File: src/rtl/layer_link_ctrl.sv
// Sequencer between one layer's output stream and the next fc layer's input buffer / CIM handshake.
// Optional bubble counter (o_stall_cycles) is built when LAYER_LINK_STALL_CNT_EN is defined.
module layer_link_ctrl #(
    parameter int input_size    = 720,
    parameter int datatype_size = 2,
    parameter int cim_latency   = 8,
    localparam int addr_w       = (input_size > 1) ? $clog2(input_size) : 1,
    localparam int cim_w        = $clog2(cim_latency + 1)
) (
    input  logic                     clk,
    input  logic                     rst,
    input  logic                     i_up_valid,
    input  logic [datatype_size-1:0] i_up_data,
    output logic                     o_up_ready,
    output logic                     o_ibuf_we,
    output logic [datatype_size-1:0] o_ibuf_wr_data,
    output logic [addr_w-1:0]        o_ibuf_addr,
    output logic                     o_start,
    input  logic                     i_busy,
    output logic                     o_cim_busy,
    input  logic                     i_next_busy,
    output logic                     o_func_start,
    output logic [15:0]              o_frames
`ifdef LAYER_LINK_STALL_CNT_EN
    ,
    output logic [31:0]              o_stall_cycles
`endif
);

    typedef enum logic [2:0] {FILL, START, CIM, FUNC, DRAIN} state_t;

    localparam logic [addr_w-1:0] last_addr = addr_w'(input_size - 1);

    state_t                     state_q, state_d;
    logic [addr_w-1:0]          count_q, count_d;
    logic [cim_w-1:0]           cim_q, cim_d;
    logic                       ready_d, we_d, start_d, cim_busy_d, func_start_d;
    logic [datatype_size-1:0]   wr_data_d;
    logic [addr_w-1:0]          addr_d;
    logic [15:0]                frames_d;
    logic                       hs;

    assign hs = i_up_valid && o_up_ready;

    // Every output is produced here as a next value and then registered below.
    always_comb begin
        // NOTE: every signal gets a default before the case so no path leaves one unassigned (no latches).
        state_d      = state_q;
        count_d      = count_q;
        cim_d        = cim_q;
        ready_d      = 1'b0;
        we_d         = 1'b0;
        wr_data_d    = o_ibuf_wr_data;
        addr_d       = o_ibuf_addr;
        start_d      = 1'b0;
        cim_busy_d   = 1'b0;
        func_start_d = 1'b0;
        frames_d     = o_frames;

        case (state_q)
            FILL: begin
                ready_d = 1'b1;
                if (hs) begin
                    we_d      = 1'b1;
                    wr_data_d = i_up_data;
                    addr_d    = count_q;
                    if (count_q == last_addr) begin
                        count_d = '0;
                        ready_d = 1'b0;
                        state_d = START;
                    end else begin
                        count_d = count_q + addr_w'(1);
                    end
                end
            end
            START: begin
                start_d    = 1'b1;
                cim_d      = cim_w'(cim_latency);
                cim_busy_d = 1'b1;
                state_d    = CIM;
            end
            CIM: begin
                // Busy is high for counter values cim_latency..1, i.e. exactly cim_latency cycles.
                if (cim_q > cim_w'(1)) begin
                    cim_d      = cim_q - cim_w'(1);
                    cim_busy_d = 1'b1;
                end else begin
                    cim_d   = '0;
                    state_d = FUNC;
                end
            end
            FUNC: begin
                if (!i_next_busy) begin
                    func_start_d = 1'b1;
                    state_d      = DRAIN;
                end
            end
            DRAIN: begin
                if (!i_busy) begin
                    frames_d = o_frames + 16'd1;
                    ready_d  = 1'b1;
                    state_d  = FILL;
                end
            end
            default: state_d = FILL;
        endcase
    end

    always_ff @(posedge clk) begin
        // NOTE: sequential state uses non-blocking assignments so all registers update together.
        if (rst) begin
            state_q        <= FILL;
            count_q        <= '0;
            cim_q          <= '0;
            o_up_ready     <= 1'b0;
            o_ibuf_we      <= 1'b0;
            o_ibuf_wr_data <= '0;
            o_ibuf_addr    <= '0;
            o_start        <= 1'b0;
            o_cim_busy     <= 1'b0;
            o_func_start   <= 1'b0;
            o_frames       <= '0;
        end else begin
            state_q        <= state_d;
            count_q        <= count_d;
            cim_q          <= cim_d;
            o_up_ready     <= ready_d;
            o_ibuf_we      <= we_d;
            o_ibuf_wr_data <= wr_data_d;
            o_ibuf_addr    <= addr_d;
            o_start        <= start_d;
            o_cim_busy     <= cim_busy_d;
            o_func_start   <= func_start_d;
            o_frames       <= frames_d;
        end
    end

`ifdef LAYER_LINK_STALL_CNT_EN
    // Bubbles: downstream refusing the function start, or upstream starving an open input buffer.
    logic stall;
    assign stall = ((state_q == FUNC) && i_next_busy) ||
                   ((state_q == FILL) && o_up_ready && !i_up_valid);

    always_ff @(posedge clk) begin
        if (rst)
            o_stall_cycles <= '0;
        else if (stall && (o_stall_cycles != '1))
            o_stall_cycles <= o_stall_cycles + 32'd1;
    end
`endif

endmodule
File: config.mk
export PLATFORM = sky130hd
export DESIGN_NAME = layer_link_ctrl
export DESIGN_NICKNAME = d
export VERILOG_FILES = /design/src/rtl/layer_link_ctrl.sv
export SDC_FILE = /design/constraint.sdc
export NUM_CORES = 1
export LEC_CHECK = 0
export ABC_AREA = 1
export CAP_MARGIN = 20
export CORE_MARGIN = 5
export CORE_UTILIZATION = 45
export CTS_BUF_LIST = sky130_fd_sc_hd__clkbuf_8
export CTS_CLUSTER_DIAMETER = 50
export DETAILED_ROUTE_END_ITERATION = 8
export PLACE_DENSITY = 0.7
export SLEW_MARGIN = 20
export SYNTH_ARGS = -nofsm -noshare
export SYNTH_HDL_FRONTEND = slang
export SYNTH_SLANG_ARGS = --single-unit
File: constraint.sdc
create_clock -name clk -period 2.2 [get_ports clk]
set_input_delay 0.22 -clock clk [delete_from_list [all_inputs] [get_ports clk]]
set_output_delay 0.22 -clock clk [all_outputs]
set_load 0.01 [all_outputs]
* Yosys cells after proc, flatten, opt, wreduce, memory -nomap -nowiden
Cells that the tools add are included.
** Word-level totals
- Register bits :: 50
- Logic and storage cells :: 54
** Cells by class
- $add $sub $neg :: 3
- Order comparisons :: 1
- Eq/ne operators :: 10
- Muxes and demuxes :: 18
- Bitwise operators :: 3
- Reductions and logical operators :: 8
** Operators by type and width (count)
- $add A16 B1 Y16 const B :: 1
- $mux W3 :: 5
- $pmux W3 S5 :: 1
- $add A10 B1 Y10 const B :: 1
- $eq A10 B10 Y1 const B :: 1
- $mux W10 :: 1
- $ne A2 B2 Y1 const B :: 5
- $pmux W4 S2 :: 1
- $mux W1 :: 7
- $eq A3 B2 Y1 const B :: 2
- $reduce_and A5 Y1 :: 1
- $gt A4 B1 Y1 const B :: 1
- $mux W4 :: 1
- $pmux W1 S2 :: 2
- $reduce_and A2 Y1 :: 2
- $reduce_or A2 Y1 :: 2
- $sub A4 B1 Y4 const B :: 1
- $eq A3 B1 Y1 const B :: 1
- $eq A3 B3 Y1 const B :: 1
- $logic_not A3 Y1 :: 1
- $not A1 Y1 :: 3
- $reduce_bool A2 Y1 :: 1
- $logic_and A1 B1 Y1 :: 1

* Longest topological paths before layout
- Word-level depth :: 4
- Gate-level depth with buffers :: 9
- Depth with buffers taken out :: 9

* Worst setup path before layout
OpenSTA, ideal clock, no wires.
- Path type :: register -> register
- From :: reg o_frames[1]
- To :: reg o_frames[12]
- Setup time :: 110 ps
- Arrival time :: 1177 ps
- Data required time :: 2090 ps
- Setup slack :: 913 ps
- Stages on the path, launching flop included :: 9
- Clock period less this slack :: 1287 ps
- Cell sequence :: dfxtp_1 > ha_1 > nand2_1 > nor2_4 > nand2_1 > nor2_1 > nand2_1 > nand2_1 > nor2_1
** Between the ends
- Word-level cells in the longest chain between the ends :: 1
** RTL lines
- start: declaration :: line 23 : output logic [15:0] o_frames
- start signal: assignment :: line 134 : o_frames <= frames_d;
- $add A16 B1 Y16 :: line 100 : frames_d = o_frames + 16'd1;
Every way passes these cells.
A chain may end at the register's enable or synchronous reset.

* Worst setup path in the final report
- From :: reg state_q[2]
- To :: reg count_q[3]
** Between the ends
- Word-level cells in the longest chain between the ends :: 2
** RTL lines
- start: declaration :: line 34 : state_t state_q, state_d;
- start signal: assignment :: line 124 : state_q <= state_d;
- $logic_not A3 Y1 :: line 60 : case (state_q)
- $reduce_and A2 Y1 (no source line)
- end signal: assignment :: line 125 : count_q <= count_d;
- end: declaration :: line 35 : logic [addr_w-1:0] count_q, count_d;
Every way passes these cells.

==> key figures <==
Die
  • Core area: 4817 um^2
  • Top Ports: 40
  • Die area: between 6000 and 7000 um^2
  • Starting density of the core: a little under half
  • Die extent in x: slightly above 80 um
  • Rows: 25
  • Die H: 80.92 um

Timing
  • Slack of the critical path: ~0.65 ns
  • Tcrit/Tclk final: 70.53%
  • RSZ-0062 raised after global routing: false
  • Max Slew Vio Count: 0
  • Minimum clock period: about 1.6 ns
  • Tightest Pin Transition: about 0.6 ns
  • Clock skew: between 0.006 and 0.007 ns
  • Max_slew headroom: between 50% and 60%
  • Sum Neg Setup Slack: 0 ns
  • Maximum clock frequency: roughly 640 MHz
  • # setup viols final: 0
  • Final hold vios: 0

Detailed routing
  • DR pass1 iterations: 4
  • Routed Antenna Nets: 0
  • Max Used Layer: met4
  • 1st-iter DRT viols: ~100
  • # DRC: 0
  • DRT met1 WL: around 2200 um
  • DR WL/cell: approximately 12 um
  • Total number of vias: slightly below 2000
  • Routed wire length: 4682 um
  • Vias per inst: between 4 and 5
  • Wire length on met2: about 2300 um
  • Met3 WL: 195 um

Hold path
  • Hold path cells: 2
  • Hold Crit Endpoint: o_ibuf_addr[0]
  • Hold wc startpoint: o_ibuf_addr[0]
  • Worst hold path class: flop to flop

GRT
  • Antenna violations before repair: 0
  • Number of global-route vias before repair: ~1800
  • Largest net degree at the start of global routing: 28
  • First-pass GRT wire length: a little over 8000 um
  • Grt total ovfl: 0
  • Overall routing resource usage: between 15 and 20%

Outcome
  • Status: complete, no violations

Clock tree
  • Number of post-CTS setup repair buffers: 0
  • Reg clk slew, reported paths: about 0.090 ns
  • Cts repair resizes: 0
  • Root Buffer: clkbuf_8
  • CTS tree: built
  • Worst-skew pair later-pin latency: around 0.30 ns
  • CTS Sinks: 50
  • Htree depth: 2
  • # hold bufs at CTS: 0
  • CTS max path bufs: 2
  • Num CTS Buffers: 5

Place
  • Routability congestion estimate: between 0.8 and 0.9
  • Pre-CTS WS: between 0.4 and 0.5 ns
  • Port bufs: 39
  • HPWL Detailed: approximately 3400 um

Finish
  • Number of diodes: 0
  • Fillers: ~470
  • Register area: between 1000 and 1500 um^2
  • Nets: 347
  • Synth-to-Final Area Change: 24.49%
  • Area of the multi-input gates: ~1100 um^2
  • Layout cells sized above 1: around 11%

Yosys
  • #FFs+latches synth: 50
  • Warnings from Yosys: 0
  • Synth cell types: 36
  • Share of the yosys chip area belonging to registers: between 40% and 50%
  • Cell taking the most area after synthesis: dfxtp_1
  • Syn avg cell area: about 7.6 um^2
  • Area fraction of the dominant cell type after synthesis: between 40% and 50%
  • Mapped Nets: 307
  • Top post-synthesis cells by area: dfxtp_1 (44%), nand2_1 (8.6%), a21oi_1 (6.0%)
  • Synthesized cell area: roughly 2300 um^2
  • Gate Count Post-Synth: slightly below 300

Critical path
  • Startpoint types: flop
  • Setup slack, reg-to-reg: between 0.6 and 0.7 ns
  • Worst setup EP type: flop
  • Worst Setup Path Type: flop to flop
  • Worst r2r src: state_q[2]
  • Crit path DAT: roughly 1.8 ns
  • Worst R2R End: count_q[3]
  • R2R depth: 5
  • WP data required: roughly 2.4 ns
  • Critical-path maximum fanout: 18

Flow run
  • Max cap viols: 0

Power and ir drop
  • Leakage: 1.005 nW
  • Total Power: ~2.2 mW
  • VDD IR max: around 0.48 mV
  • Power Density: around 770 nW/um^2
==> report_power, final <==
group	leakage (nW)	switching [mW]	total, mW	internal (mW)
registers	0.405	0.0559	1.04	0.985
logic	0.542	0.305	0.505	0.200
clock network	0.0579	0.294	0.628	0.335
==> cells by family (layout without fill, tap and decap cells) <==
logic type	Yosys count	in the layout	synth area share, %
buf+inv	46	87	8.181
fa+ha+maj	4	4	2.211
simple gates	137	137	29.80
xor+xnor	5	5	1.935
flops	50	50	44.22
compound gates	54	54	13.65
==> metrics by stage <==
stage | hold slack [ns] | area (um^2) | utilization [%] | cells
floorplan | 0.2977 | 2263 | - | 296
global placement | 0.4548 | 2709 | 56.23 | 396
detailed placement | 0.4599 | 2709 | 56.23 | 396
CTS | 0.4729 | 2818 | 58.49 | 404
global route | 0.4883 | 2818 | 58.49 | 404
finish | 0.4668 | 2818 | 58.49 | 404
==> state kept, by name, indices dropped and copies added, names as in the netlist <==
signal and flops:
o_up_ready 1, o_ibuf_addr 10, state_q 3, count_q 10, o_ibuf_wr_data 2, o_frames 16
o_ibuf_we 1, o_cim_busy 1, cim_q 4, o_func_start 1, o_start 1
==> placed cells by master, fill, tap and decap left out, drive strengths merged <==
cell type      netlist  routed
nand3               18      18
buf                  5       1
nor2                44      44
dfxtp               50      50
nand2               58      58
nand3b               1       1
o31ai                1       1
clkdlybuf4s50        0      39
o32ai                1       1
nor4                 1       1
xor2                 4       4
o21ai               16      16
nor3b                1       1
nor3                 5       5
bufinv               0       1
clkbuf               2       5
a21oi               33      33
a31oi                1       1
inv                 38      38
o21a                 2       2
clkinv               1       3
ha                   4       4
xnor2                1       1
nand4                9       9
==> cells in the mapped netlist <==
cell,count
nor2_1,35
xor2_1,4
nand3_2,1
a21oi_1,27
o21ai_2,1
a21oi_2,6
nor2_2,6
inv_4,1
o32ai_1,1
nor3_1,3
xnor2_1,1
buf_2,2
o21ai_0,11
nor3b_1,1
buf_6,1
nand3b_1,1
ha_1,4
nand3_1,15
inv_1,36
o31ai_1,1
inv_2,1
o21a_1,2
clkbuf_1,2
nand4_1,9
nor3_2,1
buf_1,2
nand2_2,6
a31oi_1,1
nand2_1,52
o21ai_1,4
dfxtp_1,50
nor4_1,1
clkinv_1,1
nor2_4,3
nor3_4,1
nand3_4,2
==> critical path: stages (launching register included) <==
cell	delay [ns]
dfxtp_1	0.39
nor2_2	0.26
nand3_4	0.29
inv_4	0.27
a21oi_1	0.10
nor3_1	0.16
==> worst max path at each step <==
| stage | startpoint | to | slack (ns) | cells after the start |
|---|---|---|---|---|
| after CTS | state_q[2] | count_q[3] | 0.64 | 5 |
| after global routing | state_q[2] | count_q[3] | 0.49 | 5 |
| after global placement | i_up_valid | count_q[3] | 0.53 | 7 |
| final | state_q[2] | count_q[3] | 0.65 | 5 |
| after detailed placement | i_up_valid | o_ibuf_addr[8] | 0.47 | 7 |
| after floorplan | o_frames[1] | o_frames[12] | 0.91 | 8 |
==> layer usage <==
layer | track usage [%] | vias to the layer above
li1 | - | 1038
met1 | 19.53 | 895
met2 | 26.77 | 36
met3 | 4.213 | 6
met4 | 5.405 | 0
met5 | 0 | -
==> layout make-up <==
class / instances / area share (%)
multi-input combinational: 200 / 38.23
sequential: 50 / 35.52
timing repair buffer: 40 / 14.12
inverter: 39 / 5.284
tap: 67 / 2.975
clock buffer: 5 / 2.442
clock inverter: 3 / 1.421
No activity file was read; power rests on OpenSTA's default activity.
